--- config.mk ---
export PLATFORM = sky130hd
export DESIGN_NAME = dual_port_ram_core
export DESIGN_NICKNAME = d
export VERILOG_FILES = /design/src/rtl/dual_port_ram_core.sv
export SDC_FILE = /design/constraint.sdc
export NUM_CORES = 1
export LEC_CHECK = 0
export CORE_ASPECT_RATIO = 2
export CORE_MARGIN = 1.5
export CORE_UTILIZATION = 61
export DETAILED_ROUTE_END_ITERATION = 10
export GPL_TIMING_DRIVEN = 0
export PLACE_DENSITY = 0.81
export SLEW_MARGIN = 0
export SYNTH_ARGS = -nofsm -noshare
export SYNTH_HDL_FRONTEND = slang
export SYNTH_SLANG_ARGS = --single-unit
--- constraint.sdc ---
create_clock -name clk -period 2.8 [get_ports clk]
set_clock_uncertainty 0.15 [all_clocks]
set_input_delay 0.28 -clock clk [delete_from_list [all_inputs] [get_ports clk]]
set_output_delay 0.28 -clock clk [all_outputs]
set_load 0.02 [all_outputs]
--- src/rtl/dual_port_ram_core.sv ---
// Simple dual-port RAM (1 write, 1 read, shared clock) with written-bitmap, collision bypass and range errors.
// Write lands in 1 cycle, read result registered 1 cycle after rd_enb; no backpressure, every request accepted.
module dual_port_ram_core #(
  parameter int DATA_WIDTH  = 8,
  parameter int ADDR_WIDTH  = 4,
  parameter int DEPTH       = 16,
  parameter bit WRITE_FIRST = 1'b1
) (
  input  logic                  clk,
  input  logic                  rst,
  input  logic                  wr_enb,
  input  logic [ADDR_WIDTH-1:0] wr_addr,
  input  logic [DATA_WIDTH-1:0] wr_data,
  input  logic                  rd_enb,
  input  logic [ADDR_WIDTH-1:0] rd_addr,
  output logic [DATA_WIDTH-1:0] rd_data,
  output logic                  rd_valid,
  output logic                  rd_uninit,
  output logic                  wr_err,
  output logic                  rd_err
);

  localparam logic [ADDR_WIDTH:0] DEPTH_L = (ADDR_WIDTH + 1)'(DEPTH);

  logic [DATA_WIDTH-1:0] mem [DEPTH];
  logic [DEPTH-1:0]      written;

  logic                  wr_in_range;
  logic                  rd_in_range;
  logic                  wr_hit;
  logic                  collide;
  logic [DATA_WIDTH-1:0] rd_nxt_data;
  logic                  rd_nxt_uninit;
  logic                  rd_nxt_err;

  assign wr_in_range = ({1'b0, wr_addr} < DEPTH_L);
  assign rd_in_range = ({1'b0, rd_addr} < DEPTH_L);
  assign wr_hit      = wr_enb && wr_in_range;
  assign collide     = wr_hit && (wr_addr == rd_addr);

  // Range error wins over collision; the bitmap masks stale array contents after reset.
  always_comb begin
    rd_nxt_data   = '0;
    rd_nxt_uninit = 1'b0;
    rd_nxt_err    = 1'b0;
    if (!rd_in_range) begin
      rd_nxt_err = 1'b1;
    end else if (collide) begin
      if (WRITE_FIRST) begin
        rd_nxt_data = wr_data;
      end else begin
        rd_nxt_data   = mem[rd_addr];
        rd_nxt_uninit = ~written[rd_addr];
      end
    end else if (!written[rd_addr]) begin
      rd_nxt_uninit = 1'b1;
    end else begin
      rd_nxt_data = mem[rd_addr];
    end
  end

  // Array has no reset so it can map onto plain RAM macros.
  always_ff @(posedge clk) begin
    if (wr_hit) begin
      mem[wr_addr] <= wr_data;
    end
  end

  always_ff @(posedge clk or negedge rst) begin
    if (!rst) begin
      written <= '0;
    end else if (wr_hit) begin
      written[wr_addr] <= 1'b1;
    end
  end

  always_ff @(posedge clk or negedge rst) begin
    if (!rst) begin
      rd_data   <= '0;
      rd_valid  <= 1'b0;
      rd_uninit <= 1'b0;
      rd_err    <= 1'b0;
      wr_err    <= 1'b0;
    end else begin
      wr_err <= wr_enb && !wr_in_range;
      if (rd_enb) begin
        rd_data   <= rd_nxt_data;
        rd_valid  <= 1'b1;
        rd_uninit <= rd_nxt_uninit;
        rd_err    <= rd_nxt_err;
      end else begin
        rd_valid  <= 1'b0;
        rd_uninit <= 1'b0;
        rd_err    <= 1'b0;
      end
    end
  end

endmodule
# ---- After elaboration in Yosys (flattened, before gate mapping)
# Memories as Yosys holds them, arrays and structs flattened.
# Cells that the tools add are included.
dict set report word_totals {
  reg_bits 26
  ramBits 128
  input_bits 20
  out_inout_bits 12
  elab_cells 24
  memories 1
}
dict set report op_classes {
  order_cmp 3
  n_eq_ne 1
  n_mux 12
  n_bitwise 1
  n_reduce_logical 2
}
# name depth width read_ports rd_clocked_by_memory_dff write_ports line_no
set mem_list {}
lappend mem_list {mem 16 8 1 0 1 25} ;# logic [DATA_WIDTH-1:0] mem [DEPTH];
# cell n
set op_table {}
lappend op_table {{two-way mux 8 bit} 2}
lappend op_table {{bitwise OR 16 bit} 1}
lappend op_table {{less-than comparator 4 x 5 -> 1 bit, second input constant} 2}
lappend op_table {{two-way mux 1 bit} 8}
lappend op_table {{binary-select mux 1 bit (select 4 bit)} 1}
lappend op_table {{demux 1 bit (select 4 bit)} 1}
lappend op_table {{equality test 4 bit} 1}
lappend op_table {{greater-or-equal comparator 4 x 1 -> 1 bit, second input constant} 1}
lappend op_table {{logical AND 1 bit} 2}

# ---- Logic depth before layout (Yosys ltp)
dict set report depth {
  word_depth 5
  ltp_mapped 7
  depth_no_buf 5
}

# ---- Least setup slack after synthesis
# No wires, ideal clock.
dict set report synth_timing {
  path_kind {input-to-reg}
  from {in wr_addr[2]}
  to {mem mem[0][0], enable pin}
  setup_time_ps 385
  arrival_time_ps 1419
  required_ps 2265
  path_slack_ps 846
  cell_stages 2
  path_buffers 0
  cell_sequence {or3b_2 nor3_1}
}
# element line_no
set synth_rtl {}
lappend synth_rtl {{from (decl)} 12} ;# input logic [ADDR_WIDTH-1:0] wr_addr,
lappend synth_rtl {{to (decl)} 25}
# Straight into the memory's write port.

# ---- Worst setup path in the final report
dict set report layout_timing {
  from {in wr_enb}
  to {mem mem[12][4], enable pin}
}
dict set report layout_between {
  elab_chain_cells 2
}
# element line_no
set layout_rtl {}
lappend layout_rtl {{from (decl)} 11} ;# input logic wr_enb,
lappend layout_rtl {{two-way mux 1 bit} 64} ;# if (wr_hit) begin
lappend layout_rtl {{two-way mux 1 bit (not written as such)} 65} ;# mem[wr_addr] <= wr_data;
# Every way passes these cells.

==> impl_metrics.csv <==
group,metric,value,unit
synthesis,yosysTopAreaCell,"edfxtp_1",
global_route,overflow,0,
sta,tns,0,ns
setup_path,path_max_fanout,9,
synthesis,synth.distinct_cells,31,
synthesis,synth_area_leaders,"edfxtp_1, dfrtp_1, mux4_2, mux4_1, a22oi_1",
pwr,leakage,2.42,nW
placement,io_buffers,25,
detailed_routing,drt_iter0_markers,379,
layout,final_net_count,388,
synthesis,synth_seq_cells,154,
layout,fillers,568,
setup_path,path_cells,"clkdlybuf4s50_1 > nand3_1 > nor3_1",
floorplanning,core,0.00976,mm^2
pwr,power,5.20,mW
placement,gp_congestion,0.855,
detailed_routing,vias_per_cell,6.27,
clock_tree,cts.path.max_buffers,2,
hold_path,worstHoldPathType,"in2reg",
floorplanning,fp.dieW,73.9,um
setup_path,required,2.68,ns
sta,worstMarginPinSlew,1.30,ns
sta,finalCriticalPeriod,2.24,ns
sta,max_freq,0.445,GHz
detailed_routing,wire_per_inst,24.0,um
global_route,grt_max_degree,27,
clock_tree,ctsHtreeMaxLevel,4,
status,outcome,"completed",
clock_tree,cts_resized,0,
placement,dp.cells,478,
setup_path,path_buf_inv,1,
detailed_routing,vias,3210,
sta,grt_setup_unrepaired,"no",
setup_path,critPathTopFamily,"simple AND/OR/NAND/NOR gates",
setup_path,rrSetupSlack,0.83,ns
synthesis,synth_flop_cell,"edfxtp_1",
detailed_routing,drc,0,
layout,n_antenna_cell,0,
sta,hold_viol_final,0,
floorplanning,start_util,0.629,
detailed_routing,dr.pass1.iters,6,
placement,place_hpwl,7740,um
synthesis,syn_inst,320,
setup_path,cpPeakStageDelay,1.02,ns
flow_run,drv_cap,0,
synthesis,synthArstFlopShare,0.169,
setup_path,crit_type,"in2reg",
setup_path,worstPathArrival,2.13,ns
sta,max_slew_margin,0.128,
clock_tree,insertion_delay,0.42,ns
synthesis,avgSynthCellArea,19.2,um^2
clock_tree,cts_tree,"done",
setup_path,r2r_cells,5,
pwr,p_per_area,729,mW/mm^2
global_route,grt_use_total,0.260,
floorplanning,boundaryPins,32,
detailed_routing,drtAntennaViolNets,0,
synthesis,synth_top_area_frac,0.626,
clock_tree,root_buffer,"clkbuf_16",
floorplanning,die_h,145,um
detailed_routing,wirelength,12300,um
synthesis,synth-edff-count,128,
global_route,antenna_found_initial,0,
setup_path,cp.depth,3,
pwr,ir_worst_vdd,0.000633,V
clock_tree,cts.sinks,154,
clock_tree,cts_inserted_buffers,17,
sta,fin_crit_sh,0.802,
synthesis,yosysWarnings,0,
layout,area_growth,16.2,%
sta,finalMaxSlewViolations,0,
hold_path,hold_path_depth,1,
synthesis,synth_seq_area_share,0.732,
setup_path,crit_path_start_kind,"input pin",
clock_tree,clkTransAtPathRegs,0.05,ns
setup_path,slowest_stage,"nor3_1",
layout,final_cells,512,
global_route,grt_pass1_wl,18700,um
global_route,grt_pass1_vias,3237,
sta,setup_viol,0,
layout,drive_gt1_frac,0.237,
floorplanning,row_count,51,
floorplanning,die_area,0.0107,mm^2
synthesis,synthesis.area,0.00614,mm^2
setup_path,cp-end-kind,"flip-flop",
==> sequential cells by signal, summed over array words and instances (netlist names) <==
register,flops
mem,128
rd_data,8
rd_uninit,1
rd_valid,1
written,16
==> cells by family (layout without fill, tap and decap cells) <==
family | Yosys count | after routing | share of synthesized area
AOI/OAI and AO/OA | 26 | 26 | 0.0310
xor gates and xnor gates | 4 | 4 | 0.00571
buffers and inverters | 18 | 77 | 0.0259
DFF | 154 | 154 | 0.732
muxes | 36 | 36 | 0.140
other | 1 | 2 | 0.000611
and+or+nand+nor | 81 | 81 | 0.0648
==> synthesized netlist by cell type, types with 3 or more instances <==
cell type / instances
nand3_1: 9
dfrtp_1: 26
nand2_1: 18
edfxtp_1: 128
nor3_1: 5
buf_6: 3
mux4_2: 23
buf_2: 4
xor2_1: 3
or2_2: 16
mux4_1: 13
a22oi_1: 17
nor2_1: 22
a31oi_1: 8
buf_4: 4
==> metal layers <==
metal  track usage  vias up  share of wire
met5             0        -              0
met3        0.0748       38          0.066
met1         0.324     1615           0.37
met4         0.150        0          0.053
met2         0.401      177           0.51
li1              -     1380              -
==> final timing paths <==
kind / from / to
setup / recovery: wr_enb / mem[12][4]
hold / removal: rd_enb / rd_valid
setup reg to reg: written[2] / rd_data[3]
hold reg to reg: written[3] / written[3]
max in group asynchronous: rst / rd_data[4]
min in group asynchronous: rst / written[1]
==> final cells by class <==
cell class / count / area, um^2 / area share
Buffer: 18 / 159 / 0.0223
Clock buffer: 21 / 450 / 0.0631
Clock inverter: 10 / 104 / 0.0146
Multi-Input combinational cell: 149 / 1500 / 0.210
Sequential cell: 154 / 4490 / 0.630
Tap cell: 132 / 165 / 0.0232
Timing Repair Buffer: 28 / 265 / 0.0372
==> power breakdown <==
group          internal [mW]  total, mW  switching, mW
Clock                   1.32       2.15          0.834
Combinational          0.198      0.425          0.228
Sequential              2.59       2.62         0.0367
Total                   4.10       5.20           1.10
==> stage by stage <==
step	utilization	setup WS (ns)	hold slack, ns	instance area [um^2]
2_1_floorplan	-	0.846	-0.166	6140
3_3_place_gp	0.672	-0.211	0.293	6560
3_5_place_dp	0.672	-0.215	0.298	6560
4_1_cts	0.729	0.136	0.189	7110
5_1_grt	0.731	0.496	0.194	7130
6_report	0.731	0.555	0.200	7130
==> placed cells by master, fill, tap and decap left out, types with 2 or more instances in the layout <==
cell / n
xor2_1: 3
nor2b_1: 2
clkdlybuf4s50_1: 24
nand2_1: 18
clkinvlp_4: 2
or2_2: 16
nand2b_1: 2
edfxtp_1: 128
nor3_1: 4
clkbuf_16: 17
conb_1: 2
buf_6: 3
bufinv_16: 2
mux4_1: 13
dfrtp_1: 26
a22oi_1: 17
a31oi_1: 8
buf_4: 4
nor2_1: 22
mux4_2: 23
nand3_1: 9
buf_8: 2
buf_2: 6
clkinv_2: 5
nand3b_1: 2
clkbuf_1: 5
==> what timing repair did <==
action / CTS / global route
buffers inserted: 0 / 0
hold endpoints to repair: 0 / 26
hold buffers: 0 / 1
(Power assumes the default switching activity.)
